`src/rtl/dom_pkg.sv`:
```
`default_nettype none
// ============================================================================
// Module      : dom_pkg
// Description : Shared types and helpers for the 3-share DOM mask encoder.
//               FSM state encoding, zero-seed substitute, PRNG slice
//               indices and the xorshift64 step function.
// Revision    : 1.0 - initial release
// ============================================================================
package dom_pkg;

  // FSM states. The ST_ prefix keeps these clear of the WARMUP parameter.
  typedef enum logic [1:0] {
    ST_UNSEEDED = 2'd0,
    ST_WARMUP   = 2'd1,
    ST_RUN      = 2'd2
  } dom_state_e;

  // xorshift64 has a fixed point at zero, so an all-zero seed is replaced.
  localparam logic [63:0] ZERO_SEED_SUB = 64'h9E37_79B9_7F4A_7C15;

  // Positions of each W-bit slice within the 64-bit PRNG word.
  localparam int SLICE_A0  = 0;
  localparam int SLICE_A1  = 1;
  localparam int SLICE_B0  = 2;
  localparam int SLICE_B1  = 3;
  localparam int SLICE_R01 = 4;
  localparam int SLICE_R02 = 5;
  localparam int SLICE_R12 = 6;

  // One xorshift64 step (13/7/17, logical shifts).
  function automatic logic [63:0] xorshift64_step(input logic [63:0] x);
    logic [63:0] y;
    y = x ^ (x << 13);
    y = y ^ (y >> 7);
    y = y ^ (y << 17);
    return y;
  endfunction

endpackage
`default_nettype wire

```
`src/rtl/dom_xorshift64.sv`:
```
`default_nettype none
// ============================================================================
// Module      : dom_xorshift64
// Description : Combinational next-state logic for a 64-bit xorshift PRNG.
//               Shared by the DOM gadgets that need fresh randomness.
// Ports       : state      in  64  current PRNG value
//               next_state out 64  PRNG value after one step
// Revision    : 1.0 - initial release
// ============================================================================
module dom_xorshift64
  import dom_pkg::*;
(
  input  logic [63:0] state,
  output logic [63:0] next_state
);

  assign next_state = xorshift64_step(state);

endmodule
`default_nettype wire

```
`src/rtl/dom_mask_encoder.sv`:
```
`default_nettype none
// ============================================================================
// Module      : dom_mask_encoder
// Description : Transmit end of the 3-share DOM datapath. Splits plaintext
//               operands a and b into three Boolean shares each and supplies
//               the three fresh randomness words for the Domand gadget. Masks
//               come from a reseedable internal xorshift64 PRNG.
// Ports       : clk, rst_n              clock / async active-low reset
//               seed, seed_valid        PRNG seed load (any state)
//               in_valid, in_ready, a, b   input handshake and operands
//               out_valid, out_ready    output handshake
//               a0..a2, b0..b2          shares of a and b
//               r01, r02, r12           gadget randomness
//               seeded                  high while in RUN
// Revision    : 1.0 - initial release
// ============================================================================
module dom_mask_encoder
  import dom_pkg::*;
#(
  parameter int W      = 8,   // 7*W must not exceed 64
  parameter int WARMUP = 16   // PRNG steps discarded after each seed load
) (
  input  logic          clk,
  input  logic          rst_n,
  input  logic [63:0]   seed,
  input  logic          seed_valid,
  input  logic          in_valid,
  output logic          in_ready,
  input  logic [W-1:0]  a,
  input  logic [W-1:0]  b,
  output logic          out_valid,
  input  logic          out_ready,
  output logic [W-1:0]  a0,
  output logic [W-1:0]  a1,
  output logic [W-1:0]  a2,
  output logic [W-1:0]  b0,
  output logic [W-1:0]  b1,
  output logic [W-1:0]  b2,
  output logic [W-1:0]  r01,
  output logic [W-1:0]  r02,
  output logic [W-1:0]  r12,
  output logic          seeded
);

  localparam int             CW        = $clog2(WARMUP + 1);
  localparam logic [CW-1:0]  WARM_LAST = CW'(WARMUP - 1);

  dom_state_e     r_state;
  logic [63:0]    r_prng;
  logic [CW-1:0]  r_cnt;
  logic           r_out_valid;
  logic [W-1:0]   r_a0, r_a1, r_a2, r_b0, r_b1, r_b2, r_r01, r_r02, r_r12;

  logic [63:0]    w_prng_next;
  logic           w_accept;
  logic [W-1:0]   w_s_a0, w_s_a1, w_s_b0, w_s_b1, w_s_r01, w_s_r02, w_s_r12;

  dom_xorshift64 u_prng_step (
    .state      (r_prng),
    .next_state (w_prng_next)
  );

  // A seed strobe blocks acceptance in the same cycle so the load wins.
  assign in_ready = (r_state == ST_RUN) && !seed_valid && (!r_out_valid || out_ready);
  assign w_accept = in_valid && in_ready;

  assign w_s_a0  = r_prng[SLICE_A0  * W +: W];
  assign w_s_a1  = r_prng[SLICE_A1  * W +: W];
  assign w_s_b0  = r_prng[SLICE_B0  * W +: W];
  assign w_s_b1  = r_prng[SLICE_B1  * W +: W];
  assign w_s_r01 = r_prng[SLICE_R01 * W +: W];
  assign w_s_r02 = r_prng[SLICE_R02 * W +: W];
  assign w_s_r12 = r_prng[SLICE_R12 * W +: W];

  // Control FSM, PRNG and warmup counter.
  always_ff @(posedge clk or negedge rst_n) begin
    if (!rst_n) begin
      r_state <= ST_UNSEEDED;
      r_prng  <= 64'd0;
      r_cnt   <= '0;
    end else if (seed_valid) begin
      r_state <= ST_WARMUP;
      r_prng  <= (seed == 64'd0) ? ZERO_SEED_SUB : seed;
      r_cnt   <= '0;
    end else begin
      case (r_state)
        ST_WARMUP: begin
          r_prng <= w_prng_next;
          r_cnt  <= r_cnt + CW'(1);
          if (r_cnt == WARM_LAST) begin
            r_state <= ST_RUN;
          end
        end
        ST_RUN: begin
          // Advance only on consumption so no mask is ever used twice.
          if (w_accept) begin
            r_prng <= w_prng_next;
          end
        end
        default: begin
          r_state <= ST_UNSEEDED;
        end
      endcase
    end
  end

  // Output register stage. A seed load does not touch it, so a pending
  // beat drains normally across a reseed.
  always_ff @(posedge clk or negedge rst_n) begin
    if (!rst_n) begin
      r_out_valid <= 1'b0;
      r_a0  <= '0;
      r_a1  <= '0;
      r_a2  <= '0;
      r_b0  <= '0;
      r_b1  <= '0;
      r_b2  <= '0;
      r_r01 <= '0;
      r_r02 <= '0;
      r_r12 <= '0;
    end else if (w_accept) begin
      r_out_valid <= 1'b1;
      r_a0  <= w_s_a0;
      r_a1  <= w_s_a1;
      r_a2  <= a ^ w_s_a0 ^ w_s_a1;
      r_b0  <= w_s_b0;
      r_b1  <= w_s_b1;
      r_b2  <= b ^ w_s_b0 ^ w_s_b1;
      r_r01 <= w_s_r01;
      r_r02 <= w_s_r02;
      r_r12 <= w_s_r12;
    end else if (r_out_valid && out_ready) begin
      r_out_valid <= 1'b0;
    end
  end

  assign out_valid = r_out_valid;
  assign a0        = r_a0;
  assign a1        = r_a1;
  assign a2        = r_a2;
  assign b0        = r_b0;
  assign b1        = r_b1;
  assign b2        = r_b2;
  assign r01       = r_r01;
  assign r02       = r_r02;
  assign r12       = r_r12;
  assign seeded    = (r_state == ST_RUN);

endmodule
`default_nettype wire

```
`config.mk`:
```
export PLATFORM = sky130hd
export DESIGN_NAME = dom_mask_encoder
export DESIGN_NICKNAME = d
export VERILOG_FILES = /design/src/rtl/dom_pkg.sv /design/src/rtl/dom_xorshift64.sv /design/src/rtl/dom_mask_encoder.sv
export SDC_FILE = /design/constraint.sdc
export NUM_CORES = 1
export LEC_CHECK = 0
export BUFFER_PORTS_ARGS = -buffer_cell sky130_fd_sc_hd__buf_2
export CAP_MARGIN = 10
export CORE_UTILIZATION = 55
export DETAILED_ROUTE_END_ITERATION = 10
export GPL_TIMING_DRIVEN = 0
export PLACE_DENSITY = 0.86
export SLEW_MARGIN = 10
export SYNTH_ARGS = -nofsm -noshare
export SYNTH_HDL_FRONTEND = slang
export SYNTH_SLANG_ARGS = --single-unit
```
`constraint.sdc`:
```
create_clock -name clk -period 2.5 [get_ports clk]
set_input_delay 0.5 -clock clk [delete_from_list [all_inputs] [get_ports clk]]
set_output_delay 0.5 -clock clk [all_outputs]
set_load 0.01 [all_outputs]
```
==> results.md, run 1 <==
- Status: complete, but fails checks
- Failing checks: DRC, hold timing
- Lkg Pwr: 4.868 nW
- Worst-Margin Slew: 0.8391 ns
- Clock root buffer: clkbuf_16
- Final nets: 1033
- Top cell type by total area after synthesis: dfrtp_1
- WP data required: 2.84 ns
- CTS resizes: 0
- Synthesized Nets: 855
- Crit-path slowest cell: clkbuf_1
- Area growth from synthesis to final layout: 20.19%
- Power per cell area: 1744 nW/um^2
- Psw: 7.050 mW
- # diodes: 0
- Setup_tns: 0 ns
- Largest net degree at the start of global routing: 92
- Clock share of power: 15.1%
- VDD IR max: 948.3 uV
- CTS H-tree lvls: 4
- Crit path capture type: flop
- Hold Buf Count CTS: 0
- CP Max Fanout: 10
- I/O pin count: 160
- Routed WL: 24130 microns
- Max-slew violation count: 0
- Syn Area/Cell: 10.79 sq um
- Final period utilization: 91.92%
- Row count: 44
- Initial antenna violation count: 0
- First-pass GRT wire length: 37030 microns
- Maximum buffer depth of the clock tree: 2
- Yosys warns: 0
- Vias: 6563
- Final Non-Filler Cells: 1143
- Max-cap violations: 0
- CTS tree: built
- DRT iter0 DRCs: 558
- Vias in the first global route: 6515
- Minimum clock period: 2.298 ns
- Remaining DRCs: 26
- Final setup fails: 0
- Post-CTS Setup Inserts: 0
- Synth Cell Area: 8290 sq um
- Initial Utilization: 56.61%
- DPL Wire Length: 17600 microns
- Combinational Power Share: 64.6%
- Clock-pin slew on the worst setup and hold paths: 0.06 ns
- GR Overflow Total: 0
- Max incr delay on CP: 0.60 ns
- Die area: 15570 sq um
- Switching share of power: 40.57%
- #FFs+latches synth: 144
- Die W: 124.8 microns
- Worst reg2reg path depth: 8
- Final Hold Viols: 23
- CP bufs+invs: 3
- Layout cell share with drive strength beyond 1: 33.16%
- Crit path DAT: 2.64 ns
- Final Wtd Congestion: 0.9153
- Gr usage total: 32.23%
- Critical Path Stages: 8
- Post-Route Skew: 0.005934 ns
- Synth area leaders: dfrtp_1, xnor2_1, mux2_2
- Worst Setup Start Kind: flop
- Clock Latency Late Sink: 0.43 ns
- Core ar.: 14640 sq um
- Distinct cells, synth: 38
- Placed insts: 1111
- Number of buffers created by CTS: 17
- Final hold slack: -0.01436 ns
- WS Path Type: flop to flop
- Post-route ant nets: 0
- CP top delay family: buffers and inverters
- Yosys top cell area share: 43.47%
- Final Util: 68.05%
- DR WL/cell: 21.11 microns
- Share of power burned in registers: 20.3%
- Die height: 124.8 microns
- Fmax: 0.4352 GHz
- Port bufs: 158
- DR vias/cell: 5.742
- Slew headroom: 44.06%
- TritonRoute pass-1 iters: 8
- Cells along the critical path: nor2b_1 -> buf_2 -> a41o_1 -> buf_2 -> nor2_1 -> clkbuf_1 -> nand2_1 -> o21ai_0
- Clk sinks: 144
- Internal power: 10.33 mW
- RSZ-0062 raised after global routing: false
- Post-Syn Instances: 768
- Type of the worst min-delay path: primary input to async pin
- Post-synthesis sequential area ratio: 43.47%
- Cell mode on critical path: buf_2
worst register-to-register path: stages, from the launching register on:
cell and delay (ns):
dfrtp_1 0.39, nor2b_1 0.13, buf_2 0.18, a41o_1 0.21, buf_2 0.19, nor2_1 0.25
clkbuf_1 0.60, nand2_1 0.14, o21ai_0 0.11
metrics by stage:
stage	area, sq um	setup slack, ns	power [mW]
floorplan	8290	0.6594	12.46
global placement	9311	-1.181	14.13
detailed placement	9349	-0.2327	14.41
CTS	9958	0.1776	17.18
global route	9965	0.09500	18.32
finish	9965	0.2021	17.38
Yosys cell counts, drive strengths merged:
| cell | n |
|---|---|
| o41ai | 1 |
| buf | 44 |
| xnor2 | 139 |
| nor3 | 2 |
| o32ai | 2 |
| a41o | 1 |
| a211oi | 1 |
| mux2 | 72 |
| nand2 | 82 |
| xnor3 | 13 |
| inv | 2 |
| ha | 2 |
| and3 | 2 |
| and2 | 2 |
| o21ai | 58 |
| xor3 | 6 |
| nand4 | 5 |
| clkbuf | 18 |
| a41oi | 1 |
| nand2b | 2 |
| a21oi | 29 |
| nor2 | 50 |
| mux2i | 7 |
| xor2 | 58 |
| nor2b | 2 |
| o21a | 7 |
| nor4 | 16 |
| dfrtp | 144 |
layout make-up:
class,instances,area (sq um)
plain buffers,62,314.1
clock buffers,21,480.5
clock inverters,11,128.9
fillers,1103,4679
inverters,2,7.507
multi-input cells,560,4372
flip-flops and latches,144,3603
well taps,184,230.2
repair buffers,159,828.3
final timing paths:
kind / start / end / slack (ns)
min in group clk: seed[56] / r_prng[56]$_DFFE_PN0P_ / 0.30
worst max-delay path: r_state[0]$_DFFE_PN0P_ / r_prng[58]$_DFFE_PN0P_ / 0.20
worst min register to register: a2[3]$_DFFE_PN0P_ / a2[3]$_DFFE_PN0P_ / 0.47
worst min-delay path: rst_n / r_prng[38]$_DFFE_PN0P_ / -0.01
max in group asynchronous: rst_n / a1[4]$_DFFE_PN0P_ / 1.71
worst max register to register: r_state[0]$_DFFE_PN0P_ / r_prng[58]$_DFFE_PN0P_ / 0.20
flip-flops by register name, summed over array words and instances, names as in the netlist:
register,cells
b1,8
r02,8
b0,8
b2,8
a2,8
r01,8
a0,8
r12,8
out_valid,1
r_state,2
r_cnt,5
a1,8
r_prng,64
power groups by stage:
| stage | logic, mW | registers (mW) | clock network [mW] |
|---|---|---|---|
| after floorplan | 9.12 | 3.34 | 0 |
| after global placement | 10.6 | 3.51 | 0 |
| after detailed placement | 10.9 | 3.53 | 0 |
| after CTS | 11.1 | 3.49 | 2.63 |
| after global routing | 12.0 | 3.55 | 2.74 |
| final | 11.2 | 3.52 | 2.63 |
cell families after synthesis:
group | Yosys count | share of synthesized area (%)
xor gates and xnor gates | 216 | 26.71
and+or+nand+nor | 163 | 8.316
DFF | 144 | 43.47
AOI/OAI and AO/OA | 100 | 6.701
muxes | 79 | 10.62
buffers and inverters | 64 | 3.878
adders and majority gates | 2 | 0.3018
layer usage:
| metal | up-vias | track usage, % | share of wire [%] |
|---|---|---|---|
| met5 | - | 0 | 0 |
| met2 | 402 | 49.24 | 45 |
| met4 | 0 | 16.49 | 4.1 |
| met3 | 72 | 9.192 | 10 |
| li1 | 2898 | - | - |
| met1 | 3191 | 41.85 | 41 |
placed cells by master, fill, tap and decap left out, types with 2 or more instances in the layout:
master,n
a21oi_1,29
and3_1,2
buf_1,2
buf_2,189
buf_4,9
bufinv_16,2
clkbuf_1,18
clkbuf_16,17
clkbuf_8,4
clkinvlp_4,5
dfrtp_1,144
ha_1,2
inv_6,2
mux2_2,72
mux2i_1,7
nand2_1,82
nand2b_1,2
nand4_1,5
nor2_1,50
nor2b_1,2
nor3_1,2
nor4_1,15
o21a_1,7
o21ai_0,47
o21ai_1,11
xnor2_1,134
xnor2_2,5
xnor3_1,12
xor2_1,56
xor2_2,2
xor3_1,6
Power figures use the tool's default switching activity.
==> run 2, diff against run 1 <==
==> constraint.sdc (replaced) <==
create_clock -name clk -period 2.2 [get_ports clk]
set_input_delay 0.44 -clock clk [delete_from_list [all_inputs] [get_ports clk]]
set_output_delay 0.44 -clock clk [all_outputs]
set_load 0.01 [all_outputs]
==> run 2 against run 1 <==
The flow finishes with violations (DRC). Utilization is 0.22 points higher. Clock-buffer cell count stayed put. Clock skew is 0.00078 ns higher. Sequential share of layout area is 0.12 points lower. Sequential power is 13% higher. Clock power is 13% higher. Cell count hardly changed. Non-clock buffer count is 1 higher. Sequential cell count stayed put. Critical path depth stayed put. Worst hold slack better by 0.26 ns. Largest cell class unchanged. Largest power group unchanged.
==> results.md, run 2 (synthesis results as in run 1) <==
- Largest register FFs: 64
- Slew headroom: 41.43%
- Routed WL: 24260 microns
- Port bufs: 158
- Number of buffers created by CTS: 17
- DRT iter0 DRCs: 539
- Failing checks: DRC
- Crit-path slowest cell: nor4_1
- Post-route ant nets: 0
- Final setup fails: 0
- GR Util met3: 9.278%
- Layout cell share with drive strength beyond 1: 33.65%
- Max-cap violations: 0
- Cells along the critical path: buf_2 -> nor4_1 -> nand4_1 -> o41ai_2 -> buf_4 -> buf_4 -> nor2_1 -> a21oi_1
- Die W: 124.8 microns
- Worst Setup Start Kind: primary input
- CP bufs+invs: 3
- Type of the worst min-delay path: primary input to flop
- # diodes: 0
- Combinational Power Share: 64.8%
- DPL Wire Length: 17600 microns
- Clk sinks: 144
- Clock-pin slew on the worst setup and hold paths: 0.06 ns
- Max incr delay on CP: 0.68 ns
- Area growth from synthesis to final layout: 20.59%
- Power per cell area: 1980 nW/um^2
- DR WL/cell: 21.20 microns
- Final instance area: 9997 sq um
- Commonest non-fill, non-tap cell in the layout: buf_2
- Final period utilization: 93.75%
- Final hold slack: 0.2440 ns
- Die area: 15570 sq um
- Routing usage on met2: 49.04%
- Clock root buffer: clkbuf_16
- Final nets: 1034
- Post-Route Skew: 0.006715 ns
- Setup_tns: 0 ns
- Die height: 124.8 microns
- Crit path DAT: 2.41 ns
- Total Power: 19.79 mW
- Lkg Pwr: 4.890 nW
- Post-DP Area: 9349 sq um
- Share of power burned in registers: 20.2%
- VDD IR max: 1079 uV
- Psw: 8.044 mW
- Status: complete, but fails checks
- Most flops, register: r_prng
- Vias in the first global route: 6519
- Commonest non-fill, non-tap cells in the layout: buf_2, dfrtp_1, xnor2_1, nand2_1, mux2_2
- Gr usage total: 32.21%
- Core ar.: 14640 sq um
- Final Wtd Congestion: 0.9153
- Post-CTS Setup Inserts: 0
- RSZ-0062 raised after global routing: false
- CTS tree: built
- FILL cells: 1098
- Clock Latency Late Sink: 0.43 ns
- CP Max Fanout: 10
- TritonRoute pass-1 iters: 8
- Final Hold Viols: 0
- GR Overflow Total: 0
- First-pass GRT wire length: 37020 microns
- WP data required: 2.55 ns
- Row count: 44
- Initial Utilization: 56.61%
- Largest net degree at the start of global routing: 92
- GR Layer Usage met1: 41.91%
- I/O pin count: 160
- Worst-Margin Slew: 0.8786 ns
- Final Util: 68.27%
- CP top delay family: simple AND/OR/NAND/NOR gates
- Vias: 6561
- Cell mode on critical path: buf_4
- DR vias/cell: 5.735
- Max-slew violation count: 0
- Crit path capture type: flop
- WS Path Type: primary input to flop
- GRT busiest layer: met2
- Clock share of power: 15.1%
- Remaining DRCs: 26
- CTS H-tree lvls: 4
- Maximum buffer depth of the clock tree: 2
- Internal power: 11.75 mW
- Switching share of power: 40.64%
- Fmax: 0.4848 GHz
- Minimum clock period: 2.063 ns
- Initial antenna violation count: 0
-- run 2: repair_timing --
item                                   4_1_cts  5_1_grt
hold buffers                                 1        0
setup endpoints to repair                   13       27
endpoints found under the hold margin       53        0
resized for setup                            2        7
-- run 2: routing by layer --
| metal | vias up | part of all wire [%] |
|---|---|---|
| met1 | 3171 | 40 |
| met5 | - | 0 |
| met4 | 0 | 4.6 |
| met2 | 399 | 45 |
| li1 | 2904 | - |
| met3 | 87 | 10 |
-- run 2: path summary, 6_finish.rpt --
kind,endpoint,cells past startpoint,slack [ns],from
worst max-delay path,r_prng[4]$_DFFE_PN0P_,8,0.14,seed[3]
worst min-delay path,r_prng[62]$_DFFE_PN0P_,3,0.24,seed[62]
worst max register to register,r_prng[12]$_DFFE_PN0P_,7,0.15,r_state[0]$_DFFE_PN0P_
worst min register to register,a2[3]$_DFFE_PN0P_,2,0.47,a2[3]$_DFFE_PN0P_
max in group asynchronous,a1[4]$_DFFE_PN0P_,3,0.89,rst_n
min in group asynchronous,r_prng[38]$_DFFE_PN0P_,2,0.52,rst_n
-- run 2: stage by stage --
stage	std cells	setup slack, ns
detailed placement	1111	-0.4727
CTS	1144	0.06123
finish	1144	0.1374
global placement	1110	-1.421
global route	1144	0.05821
floorplan	768	0.4126
-- run 2: layout make-up --
cell class	count	area [sq um]	share of cell area, %
clock inverter	11	128.9	1.289
sequential	144	3603	36.05
buffer	62	317.8	3.179
clock buffer	21	480.5	4.806
multi-input combinational	560	4390	43.92
tap	184	230.2	2.303
inverter	2	7.507	0.07509
timing repair buffer	160	838.3	8.385
-- run 2: worst reg2reg max path, delay by kind of cell, from the launching register on --
| kind | cells | cell delay (ns) |
|---|---|---|
| compound gates | 2 | 0.36 |
| xor+xnor | 1 | 0.18 |
| buf+inv | 2 | 0.68 |
| flops | 1 | 0.41 |
| simple gates | 2 | 0.29 |
-- run 2: power by group through the flow --
stage                     clock [mW]  sequential, mW  combinational [mW]
after floorplan                    0            3.79                10.4
after global placement             0            3.98                12.1
after detailed placement           0            4.01                12.4
after CTS                       2.99            3.97                12.6
after global routing            3.12            4.04                13.7
final                           2.98            3.99                12.8
